--- src/rtl/led_pattern_sequencer.sv ---
// led_pattern_sequencer
//   Drives four LEDs with one of four selectable patterns. A prescaler divides clk down
//   to the step rate, and a debounced push-button selects the next pattern mode.
//
// Parameters
//   TICK_DIV   clock cycles per pattern step (>= 2)
//   DB_CYCLES  consecutive stable synchronized samples needed to accept a button change (>= 1)
//
// Ports
//   clk        rising-edge clock
//   rst        asynchronous active-low reset
//   en         step enable; when low the prescaler phase and pattern are frozen
//   btn        raw asynchronous mode button, active-high
//   led1..led4 pattern bits 0..3 (registered)
//   mode       current pattern mode: 0 ALL_BLINK, 1 CHASE, 2 BOUNCE, 3 COUNT (registered)
//   step_tick  one-cycle pulse, high in the cycle a new stepped pattern first appears

module led_pattern_sequencer #(
    parameter int unsigned TICK_DIV  = 8,
    parameter int unsigned DB_CYCLES = 4
) (
    input  logic       clk,
    input  logic       rst,
    input  logic       en,
    input  logic       btn,
    output logic       led1,
    output logic       led2,
    output logic       led3,
    output logic       led4,
    output logic [1:0] mode,
    output logic       step_tick
);

    localparam int unsigned CW = $clog2(TICK_DIV);
    localparam int unsigned DW = (DB_CYCLES > 1) ? $clog2(DB_CYCLES) : 1;

    localparam logic [CW-1:0] CNT_MAX = CW'(TICK_DIV - 1);
    localparam logic [DW-1:0] DB_MAX  = DW'(DB_CYCLES - 1);

    typedef enum logic {
        DirUp,
        DirDown
    } dir_t;

    // State
    logic [1:0]    sync_q;
    logic          db_level_q;
    logic [DW-1:0] db_cnt_q;
    logic [1:0]    mode_q;
    logic [CW-1:0] cnt_q;
    logic [3:0]    pat_q;
    dir_t          dir_q;
    logic          step_tick_q;

    // Next-state helpers
    logic       sb;
    logic       press;
    logic [1:0] mode_next;
    logic       pat_onehot;
    logic [3:0] step_pat;
    dir_t       step_dir;
    logic [3:0] init_pat;

    assign sb        = sync_q[1];
    // A press is the edge on which the debounced level is accepted as 0 -> 1.
    assign press     = (sb != db_level_q) && (db_cnt_q == DB_MAX) && sb;
    assign mode_next = mode_q + 2'd1;
    assign pat_onehot = (pat_q != 4'b0000) && ((pat_q & (pat_q - 4'd1)) == 4'b0000);

    // Pattern produced by one step in the current mode.
    always_comb begin
        step_pat = pat_q;
        step_dir = dir_q;
        case (mode_q)
            2'd0: step_pat = ~pat_q;
            2'd1: step_pat = pat_onehot ? {pat_q[2:0], pat_q[3]} : 4'b0001;
            2'd2: begin
                // Ends are handled explicitly so the bounce never stalls or repeats an end.
                if (!pat_onehot) begin
                    step_pat = 4'b0001;
                end else if (pat_q == 4'b1000) begin
                    step_pat = 4'b0100;
                end else if (pat_q == 4'b0001) begin
                    step_pat = 4'b0010;
                end else if (dir_q == DirUp) begin
                    step_pat = pat_q << 1;
                end else begin
                    step_pat = pat_q >> 1;
                end
                if (step_pat == 4'b1000) begin
                    step_dir = DirDown;
                end else if (step_pat == 4'b0001) begin
                    step_dir = DirUp;
                end
            end
            default: step_pat = pat_q + 4'd1;
        endcase
    end

    // Initial pattern of the mode being entered on a press.
    always_comb begin
        init_pat = 4'b0000;
        case (mode_next)
            2'd1, 2'd2: init_pat = 4'b0001;
            default:    init_pat = 4'b0000;
        endcase
    end

    always_ff @(posedge clk or negedge rst) begin
        if (!rst) begin
            sync_q      <= 2'b00;
            db_level_q  <= 1'b0;
            db_cnt_q    <= '0;
            mode_q      <= 2'd0;
            cnt_q       <= '0;
            pat_q       <= 4'b0000;
            dir_q       <= DirUp;
            step_tick_q <= 1'b0;
        end else begin
            sync_q <= {sync_q[0], btn};

            // Debouncer: count consecutive samples that disagree with the accepted level.
            if (sb == db_level_q) begin
                db_cnt_q <= '0;
            end else if (db_cnt_q == DB_MAX) begin
                db_level_q <= sb;
                db_cnt_q   <= '0;
            end else begin
                db_cnt_q <= db_cnt_q + 1'b1;
            end

            // A press wins over a coincident step and restarts the step phase.
            if (press) begin
                mode_q      <= mode_next;
                cnt_q       <= '0;
                step_tick_q <= 1'b0;
                pat_q       <= init_pat;
                dir_q       <= DirUp;
            end else if (en) begin
                if (cnt_q == CNT_MAX) begin
                    cnt_q       <= '0;
                    pat_q       <= step_pat;
                    dir_q       <= step_dir;
                    step_tick_q <= 1'b1;
                end else begin
                    cnt_q       <= cnt_q + 1'b1;
                    step_tick_q <= 1'b0;
                end
            end else begin
                step_tick_q <= 1'b0;
            end
        end
    end

    assign led1      = pat_q[0];
    assign led2      = pat_q[1];
    assign led3      = pat_q[2];
    assign led4      = pat_q[3];
    assign mode      = mode_q;
    assign step_tick = step_tick_q;

endmodule

--- config.mk ---
export PLATFORM = sky130hd
export DESIGN_NAME = led_pattern_sequencer
export DESIGN_NICKNAME = d
export VERILOG_FILES = /design/src/rtl/led_pattern_sequencer.sv
export SDC_FILE = /design/constraint.sdc
export NUM_CORES = 1
export LEC_CHECK = 0
export CORE_UTILIZATION = 50
export CTS_CLUSTER_SIZE = 30
export DETAILED_ROUTE_END_ITERATION = 12
export PLACE_DENSITY = 0.79
export SYNTH_ARGS = -nofsm -noshare
export SYNTH_HDL_FRONTEND = slang
export SYNTH_SLANG_ARGS = --single-unit
--- constraint.sdc ---
create_clock -name clk -period 1.7 [get_ports clk]
set_input_delay 0.34 -clock clk [delete_from_list [all_inputs] [get_ports clk]]
set_output_delay 0.34 -clock clk [all_outputs]
set_load 0.02 [all_outputs]
==> flow_summary.yaml <==
critical_path:
  critical_path_class: "flop to flop"
  cp-start-kind: "flop"
  crit_arrival_ps: 1930
  crit_chain: "inv_2 > ha_4 > o21bai_1 > o221a_4 > a21boi_2 > o21a_1 > o41a_1"
  cp_max_fo: 7
  max_stage_delay_ps: 430
  cp-end-kind: "flop"
  cp.required_ps: 1890
  cp_slowest_cell: "dfrtp_2"
place:
  pre_cts_slack_ps: -51.5
  gp_congestion: 0.864
  placed_area_sq_um: 1410
  hpwl_mm: 2.03
  port-buffer-count: 10
logic_synthesis:
  synth_area_sq_um: 1100
  ys_types: 38
  ys_ff_latch: 16
  syn_area_per_cell_sq_um: 9.27
  netlist_instances: 119
  synth_ff_type: "dfrtp_1"
  seq_area_frac_synth_pct: 36.3
  async_flop_share_pct: 100
  synth_edf_count: 0
  syn-num-nets: 133
  yosysWarningCount: 0
die:
  die_w_um: 49.0
  die_area_sq_um: 2400
  core_sq_um: 2020
  start_util_pct: 54.6
  io_pins: 11
  rows: 16
  die_h_um: 49.0
cts:
  max-clock-path-buffers: 2
  clk_latency_ps: 300
  clk_pin_slew_ps: 90
  cts_tree: "built"
  cts-root-buf: "clkbuf_4"
  cts_buffers: 3
  cts_max_level: 1
  clock-sinks: 16
sta:
  fin_skew_ps: 6.79
  finalCritPeriodShare_pct: 103
  fin_tns_setup_ps: -66.7
  relSlewSlack_pct: 76.0
  setup_viol: 2
  max_freq_mhz: 573
  rsz0062_at_grt: "yes"
  final.min_clock_period_ps: 1740
  hold_violations: 0
  slew_viol_final: 0
  fin_ws_ps: -44.7
  tightest_slew_ps: 360
drt:
  drt-met1-wl_mm: 1.20
  top_layer: "met4"
  routed-wl-met3_um: 131
  drt-total-wl_mm: 2.88
  ant_nets: 0
  num_vias: 1071
  drtIter0Drc: 50
  vias_per_cell: 5.79
  drt-wirelength-per-cell_um: 15.6
  wl_met2_mm: 1.47
  drt_pass1_iterations: 4
  drc: 0
min_path:
  worstHoldPathType: "input port to async pin"
layout:
  most-common-layout-cells: "buf_4 (27), dfrtp_1 (12), nand2_1 (9)"
  fillerInstances: 144
  final_layout_size_suffix_gt1_share_pct: 36.1
  stdcell_area_sq_um: 1560
  layout_commonest_cell: "buf_4"
  n_antenna_cell: 0
  nets: 173
  syn_to_final_growth_pct: 40.9
grt:
  antenna_found_initial: 0
  grt_max_degree: 13
  track_usage_pct: 27.3
  grt_remaining_overflow: 0
  grt_pass1_wl_mm: 4.94
  first_global_vias: 1106
run_status:
  status: "complete, but fails checks"
  violations: "setup timing"
power_and_ir_drop:
  cellLeakagePower_nw: 0.727
  powerDensity_nw_per_um2: 1890
  worst_ir_drop_vdd_mv: 1.15
run:
  cap_violations: 0
==> Yosys cell counts, types with 2 or more instances <==
master	number	area (sq um)
nor2b_1	4	25.0
xnor2_1	2	17.5
xor2_1	2	17.5
nor3b_1	2	15.0
nor2_1	8	30.0
nand3b_1	3	22.5
mux2i_1	2	20.0
buf_6	2	22.5
ha_1	10	125
nor3_1	4	20.0
inv_1	8	30.0
a21oi_1	9	45.0
nand3_1	2	10.0
a21o_1	2	15.0
nand2_1	10	37.5
o21ai_0	10	50.1
nand2b_1	3	18.8
dfrtp_1	16	400
==> metrics by stage <==
stage / cells / utilization [%] / power, W / hold WS, ps
CTS: 182 / 73.3 / 0.00275 / 315
global placement: 175 / 69.9 / 0.00237 / 337
global route: 185 / 76.9 / 0.00315 / 322
floorplan: 119 / - / 0.00177 / 44.4
detailed placement: 175 / 69.9 / 0.00243 / 345
finish: 185 / 76.9 / 0.00294 / 312
==> state kept, by name, summed over array words and instances, names as in the netlist <==
register	count
dir_q	1
step_tick	1
sync_q	2
pat_q	4
mode	2
cnt_q	3
db_level_q	1
db_cnt_q	2
==> routing by layer <==
metal	GRT usage (%)	up-vias
li1	-	508
met1	32.5	510
met2	47.7	42
met3	4.67	11
met4	12.7	0
met5	0	-
==> final timing paths <==
check / slack, ps / end / depth (start not counted) / startpoint
max in group asynchronous: 1020 / pat_q[0] / 2 / rst
worst min-delay path: 310 / db_cnt_q[0] / 1 / rst
worst max register to register: -40 / pat_q[0] / 7 / pat_q[0]
worst max-delay path: -40 / pat_q[0] / 7 / pat_q[0]
min in group clk: 360 / sync_q[1] / 0 / sync_q[0]
worst min register to register: 360 / sync_q[1] / 0 / sync_q[0]
==> final cells by class <==
type	instances	area, sq um	area share [%]
flip-flops and latches	16	405	26.1
multi-input cells	91	728	46.8
repair buffers	38	315	20.3
inverters	9	36.3	2.33
clock buffers	4	36.3	2.33
well taps	27	33.8	2.17
==> report_power, final <==
group,internal (W),switching (W)
Combinational,0.000998,0.00100
Sequential,0.000530,0.000147
Clock,0.000131,0.000126
Total,0.00166,0.00128
==> critical path: cells and delay by family, from the launching register on <==
| kind | cells | cell delay, ps |
|---|---|---|
| AO/OA/AOI/OAI | 5 | 950 |
| flip-flops | 1 | 430 |
| adder cells (fa/ha/maj) | 1 | 180 |
| buffers and inverters | 1 | 70 |
==> repair_timing <==
action                     in CTS  in global routing
buffers inserted                3                  3
hold endpoints to repair        0                  0
pin swaps                       3                  8
setup endpoints to repair      10                  5
hold buffers                    0                  0
resized for setup              10                 14
==> cells by family (layout without fill, tap and decap cells) <==
logic type / after synthesis / in the layout / share of synthesized area (%)
AND/OR/NAND/NOR: 41 / 41 / 20.0
XOR/XNOR: 4 / 4 / 3.18
buffers and inverters: 12 / 51 / 5.44
AO/OA/AOI/OAI: 33 / 33 / 21.0
flip-flops: 16 / 16 / 36.3
adder cells (fa/ha/maj): 10 / 10 / 11.3
multiplexers: 3 / 3 / 2.83
Note: power is estimated with default switching activity, not from simulation.
